**src/rtl/ifetch_prefetch.sv**
```systemverilog
// ifetch_prefetch: sequential instruction prefetcher with in-order queue and redirect squash
module ifetch_prefetch #(
  parameter int          DEPTH     = 4,
  parameter int          MAX_OUTST = 4,
  parameter logic [15:0] RESET_PC  = 16'h0000
) (
  input  logic        clk,
  input  logic        reset,
  input  logic        i_redirect,
  input  logic [15:0] i_redirect_pc,
  output logic        o_inst_valid,
  output logic [15:0] o_inst,
  output logic [15:0] o_inst_pc,
  input  logic        i_inst_ready,
  output logic [15:0] o_mem_addr,
  output logic        o_mem_rd,
  input  logic        i_mem_waitreq,
  input  logic [15:0] i_mem_rddata,
  input  logic        i_mem_rdvalid
);
  localparam int AW = $clog2(DEPTH);
  localparam int CW = AW + 1;
  typedef enum logic [1:0] {RESET_IDLE, RUN, FLUSH_WAIT} state_t;
  state_t        state, state_nx;
  logic [15:0]   fetch_pc, ret_pc, stall_addr, redir_pc;
  logic [CW-1:0] count, outst, discard, outst_nx;
  logic [AW-1:0] wr_ptr, rd_ptr;
  logic [15:0]   inst_q [DEPTH];
  logic [15:0]   pc_q [DEPTH];
  logic          acc, rsp, drop, push, pop;
  assign redir_pc     = {i_redirect_pc[15:1], 1'b0};
  assign o_mem_rd     = state != RESET_IDLE && ({1'b0, count} + {1'b0, outst}) < (CW+1)'(DEPTH)
                        && outst < CW'(MAX_OUTST);
  assign o_mem_addr   = state == FLUSH_WAIT ? stall_addr : fetch_pc;
  assign acc          = o_mem_rd && !i_mem_waitreq;
  assign rsp          = i_mem_rdvalid && outst != '0;
  assign drop         = rsp && discard != '0;
  assign push         = rsp && !drop && !i_redirect;
  assign o_inst_valid = count != '0;
  assign pop          = o_inst_valid && i_inst_ready && !i_redirect;
  assign outst_nx     = outst + CW'(acc) - CW'(rsp);
  assign o_inst       = o_inst_valid ? inst_q[rd_ptr] : '0;
  assign o_inst_pc    = o_inst_valid ? pc_q[rd_ptr] : '0;
  always_comb begin
    state_nx = state;
    state_nx = state == RESET_IDLE                        ? RUN :
               (i_redirect && o_mem_rd && i_mem_waitreq) ? FLUSH_WAIT :
               (state == FLUSH_WAIT && acc)              ? RUN : state;
  end
  always_ff @(posedge clk or posedge reset) begin
    if (reset) begin
      state      <= RESET_IDLE;
      fetch_pc   <= RESET_PC;
      ret_pc     <= RESET_PC;
      stall_addr <= RESET_PC;
      count      <= '0;
      outst      <= '0;
      discard    <= '0;
      wr_ptr     <= '0;
      rd_ptr     <= '0;
    end else begin
      state <= state_nx;
      outst <= outst_nx;
      if (i_redirect) begin
        fetch_pc   <= redir_pc;
        ret_pc     <= redir_pc;
        stall_addr <= o_mem_addr;
        discard    <= outst_nx;
        count      <= '0;
        wr_ptr     <= '0;
        rd_ptr     <= '0;
      end else begin
        if (acc && state != FLUSH_WAIT) fetch_pc <= fetch_pc + 16'd2;
        if (push) ret_pc <= ret_pc + 16'd2;
        discard <= discard - CW'(drop) + CW'(acc && state == FLUSH_WAIT);
        count   <= count + CW'(push) - CW'(pop);
        if (push) wr_ptr <= wr_ptr + AW'(1);
        if (pop) rd_ptr <= rd_ptr + AW'(1);
      end
    end
  end
  always_ff @(posedge clk) begin
    if (push) begin
      inst_q[wr_ptr] <= i_mem_rddata;
      pc_q[wr_ptr]   <= ret_pc;
    end
  end
endmodule

```
**config.mk**
```make
export PLATFORM = sky130hd
export DESIGN_NAME = ifetch_prefetch
export DESIGN_NICKNAME = d
export VERILOG_FILES = /design/src/rtl/ifetch_prefetch.sv
export SDC_FILE = /design/constraint.sdc
export NUM_CORES = 1
export LEC_CHECK = 0
export CORE_MARGIN = 1
export CORE_UTILIZATION = 45
export CTS_CLUSTER_DIAMETER = 60
export CTS_CLUSTER_SIZE = 30
export DETAILED_ROUTE_END_ITERATION = 10
export PLACE_DENSITY = 0.76
export SLEW_MARGIN = 20
export SYNTH_ARGS = -nofsm -noshare
export SYNTH_HDL_FRONTEND = slang
export SYNTH_SLANG_ARGS = --single-unit
```
**constraint.sdc**
```tcl
create_clock -name clk -period 6.5 [get_ports clk]
set_input_delay 1.625 -clock clk [delete_from_list [all_inputs] [get_ports clk]]
set_output_delay 1.625 -clock clk [all_outputs]
set_load 0.05 [all_outputs]
```
After elaboration in Yosys (flattened, before gate mapping)
Memories as Yosys holds them, arrays and structs flattened.
Index checks and enable logic that the tools add are counted.
- register bits: 63
- memories: 2
- word-level logic and storage cells: 69
- memory bits (writable): 128
- output and inout bits: 50
- input port bits: 38
- eq/ne operators: 2
- $add $sub $neg: 11
- mux-type cells: 18
- reduce and logical (&&, ||, !) cells: 25
- order comparisons: 2
- memory list (name ; depth ; width ; rd ports ; clocked after memory_dff ; wr ports ; RTL line ; source):
    inst_q ; 4 ; 16 ; 1 ; 0 ; 1 ; 28 ; logic [15:0] inst_q [DEPTH];
    pc_q ; 4 ; 16 ; 1 ; 0 ; 1 ; 29 ; logic [15:0] pc_q [DEPTH];
- operators with widths (cell ; number):
    16-bit 2-to-1 mux ; 7
    16-bit by 2-bit adder with 16-bit output, second input constant ; 2
    2-bit 2-to-1 mux ; 7
    1-bit logical AND ; 13
    3-bit nonzero test ; 4
    3-bit by 1-bit adder with 3-bit output ; 3
    3-bit by 1-bit subtractor with 3-bit output ; 3
    2-bit nonzero test ; 4
    3-bit 2-to-1 mux ; 2
    2-bit by 1-bit adder with 2-bit output, second input constant ; 2
    3-bit by 3-bit adder with 4-bit output ; 1
    4-bit by 3-bit < comparator with 1-bit output, second input constant ; 1
    1-bit logical NOT ; 3
    3-bit < comparator, second input constant ; 1
    2-bit equality test, second input constant ; 1
    2-bit logical NOT ; 1
    1-bit 2-to-1 mux ; 2
    2-bit inequality test, second input constant ; 1

Logic depth before layout (Yosys ltp)
- word-level depth: 9
- depth in mapped cells: 12
- mapped depth without buffers: 12

Worst setup path after synthesis
OpenSTA, ideal clock, no wires.
- path type: register to output
- from: register count[1]
- to: output o_mem_rd
- stages on the path, launching flop included: 5
- arrival time: 2483 ps
- required time: 4875 ps
- slack: 2392 ps
- cells stage by stage: dfrtp_1 > ha_1 > or4_1 > buf_2 > a211oi_1
- word-level cells in the longest chain between the ends: 4
- RTL lines (what ; RTL line ; source):
    start, declared ; 26 ; logic [CW-1:0] count, outst, discard, outst_nx;
    start signal, assigned ; 76 ; count <= count + CW'(push) - CW'(pop);
    3-bit by 3-bit adder with 4-bit output ; 32 ; assign o_mem_rd = state != RESET_IDLE && ({1'b0, count} + {1'b0, outst}) < (CW+1)'(DEPTH)
    4-bit by 3-bit < comparator with 1-bit output ; 32 ;
    1-bit logical AND ; 32 ;
    1-bit logical AND ; 33 ; && outst < CW'(MAX_OUTST);
    end, declared ; 16 ; output logic o_mem_rd,
Every way passes these cells.

Worst setup path in the final report
Same ends and word-level chain as after synthesis.

==> results_dict.tcl <==
set metrics [dict create \
    grt_overflow 0 \
    via_per_inst 5.51 \
    final_common_cell "edfxtp_1" \
    place_congestion 0.799 \
    ir_worst_vdd_v 0.000307 \
    firstDrtPassIters 5 \
    post-place-ws_ps 1870 \
    die_x_um 137 \
    fmax_ghz 0.211 \
    p_total_w 0.00415 \
    synth_fp_nets 614 \
    start_kind "register" \
    synth_ff_type "edfxtp_1" \
    drive_above_1_share_pct 16.2 \
    wl_per_cell_um 18.2 \
    rsz0062_at_grt "false" \
    mostFrequentLayoutCells "124 x edfxtp_1, 84 x clkdlybuf4s50_1, 60 x nand2_1, 60 x dfrtp_1, 33 x and2_1" \
    syn_inst 559 \
    synthArstFlopShare_pct 33.0 \
    portBuffers 85 \
    vias 4851 \
    dp_hpwl_um 10400 \
    slew_headroom_pct 26.5 \
    antenna_found_initial 0 \
    grt_pass1_vias 5046 \
    hold_buffers 0 \
    pin_count 88 \
    finClkSkew_ps 8.28 \
    ctsRootBufferMaster "clkbuf_16" \
    tightest_slew_ps 1100 \
    synth_compound_area_share_pct 3.05 \
    synth_simple_gate_area_share_pct 12.1 \
    p_seq_share_pct 37.2 \
    setup_viol 0 \
    synth.area.top_cells "edfxtp_1 45%, dfrtp_1 19%, mux4_2 8.5%, mux2_2 4.3%, nand2_1 2.7%" \
    insertion_delay_ps 430 \
    synth_edf_count 124 \
    fillCellCount 1356 \
    status "finished clean" \
    area_growth_syn_to_layout_pct 20.0 \
    initialDrtViolationCount 274 \
    pwr-share-comb_pct 39.3 \
    yosysWarnings 0 \
    synth-xor-area-share_pct 2.35 \
    coreArea_um2 17500 \
    grt_max_degree 62 \
    clk_pin_slew_ps 70 \
    fp.dieH_um 137 \
    yosysTopAreaCell "edfxtp_1" \
    endpoint_kind "output pin" \
    power_frac_clock_pct 23.5 \
    ant_nets 0 \
    diodes 0 \
    cts.repair.resized 0 \
    holdCritPathClass "reg -> reg" \
    cp_max_fo 10 \
    syn-cell-area_um2 8190 \
    rows 48 \
    htree_levels 4 \
    p_per_area_nw_per_um2 422 \
    grt_pass1_wl_um 25800 \
    slowest_stage "clkdlybuf4s50_1" \
    track_usage_pct 18.5 \
    switching_power_w 0.00156 \
    maxSlewViolCount 0 \
    cp_data_required_time_ps 4880 \
    nNetsFinal 697 \
    synth_top_area_share_pct 45.4 \
    p_leak_nw 3.56 \
    syn_avg_cell_area_um2 14.7 \
    min_period_over_period_pct 73.0 \
    fin_ws_ps 1760 \
    synthMuxAreaShare_pct 13.1 \
    drv_cap 0 \
    fin_crit_ps 4740 \
    wirelength_um 16000 \
    critPathMaxStageDelay_ps 890 \
    synth_fa_ha_area_share_pct 2.87 \
    criticalPathCategory "reg -> out" \
    route.detailed.drc 0 \
    cts_buffer_depth 2 \
    tns_ps 0 \
    yosysUniqueCellTypes 46 \
    yosysSeqAreaShare_pct 64.1 \
    cts_tree "yes" \
    cts_buffers 17 \
    start_util_pct 46.7 \
    synth_top_family_by_area "multiplexers" \
    dieArea_um2 18800 \
    hold_viol 0 \
    critPathArrivalTime_ps 3120 \
    cp_cell_sequence "ha_1, or4_1, a211oi_1, clkdlybuf4s50_1" \
    yosys_register_bits 185 \
    cts_setup_buffers 0 \
    sw_frac_of_total_pct 37.7 \
    p_int_w 0.00258 \
    clock-sinks 185 \
]
==> layout make-up <==
type	instances	area, um2	area share, %
repair buffers	93	918	9.34
multi-input cells	326	2760	28.1
clock inverters	10	96.3	0.980
well taps	225	282	2.86
flip-flops and latches	185	5250	53.4
clock buffers	22	454	4.62
inverters	19	71.3	0.725
==> worst paths after layout <==
check / start / slack, ps / endpoint / cells past startpoint
setup / recovery: count[1] / 1760 / o_mem_rd / 4
hold / removal: stall_addr[6] / 510 / stall_addr[6] / 1
setup reg to reg: count[1] / 2960 / discard[2] / 11
hold reg to reg: stall_addr[6] / 510 / stall_addr[6] / 1
max in group asynchronous: reset / 4210 / rd_ptr[0] / 3
min in group asynchronous: reset / 1720 / stall_addr[0] / 3
==> power by group through the flow <==
| stage | registers, W | clock network [W] | logic, W |
|---|---|---|---|
| after detailed placement | 0.00156 | 0 | 0.00163 |
| after floorplan | 0.00149 | 0 | 0.00121 |
| after CTS | 0.00154 | 0.000988 | 0.00164 |
| final | 0.00154 | 0.000974 | 0.00163 |
| after global routing | 0.00157 | 0.00104 | 0.00174 |
| after global placement | 0.00158 | 0 | 0.00156 |
==> synth_stat cells (9+ instances only) <==
master	number
nor4_1	11
o31a_1	9
ha_1	14
mux4_2	31
nand2_1	60
xnor2_1	11
nor3_1	15
xor2_1	11
and2_1	35
nor2_1	17
edfxtp_1	124
clkbuf_1	19
mux2_2	31
dfrtp_1	61
inv_1	19
==> flip-flops by register name (all words and copies together), names as in the netlist <==
register and flops:
count 3, fetch_pc 15, discard 3, rd_ptr 2, ret_pc 15, stall_addr 16
pc_q 60, wr_ptr 2, state 2, outst 3, inst_q 64
==> stage by stage <==
step	util, %	instances	hold WS, ps	area (um2)
CTS	56.0	880	513	9820
global route	56.1	880	537	9830
floorplan	-	559	472	8190
global placement	52.8	847	487	9250
finish	56.1	880	511	9830
detailed placement	52.9	848	498	9270
==> logic make-up (layout without fill, tap and decap cells) <==
family | Yosys count | in the layout
and+or+nand+nor | 188 | 188
muxes | 65 | 65
xor gates and xnor gates | 22 | 22
adders and majority gates | 17 | 17
DFF | 185 | 185
buffers and inverters | 48 | 144
other | 1 | 1
AOI/OAI and AO/OA | 33 | 33
==> worst max-delay path: cells and delay by family, from the launching register on <==
kind / cells / cell delay [ps]
and+or+nand+nor: 1 / 690
buffers and inverters: 1 / 890
DFF: 1 / 440
AOI/OAI and AO/OA: 1 / 450
adders and majority gates: 1 / 220
==> layer usage <==
layer / share of wire, % / vias up / track usage (%)
met5: 0 / - / 0
met4: 1.1 / 0 / 6.11
met3: 5.9 / 20 / 4.56
met2: 50 / 156 / 30.6
met1: 43 / 2431 / 23.9
li1: - / 2244 / -
No activity file was read; power rests on OpenSTA's default activity.
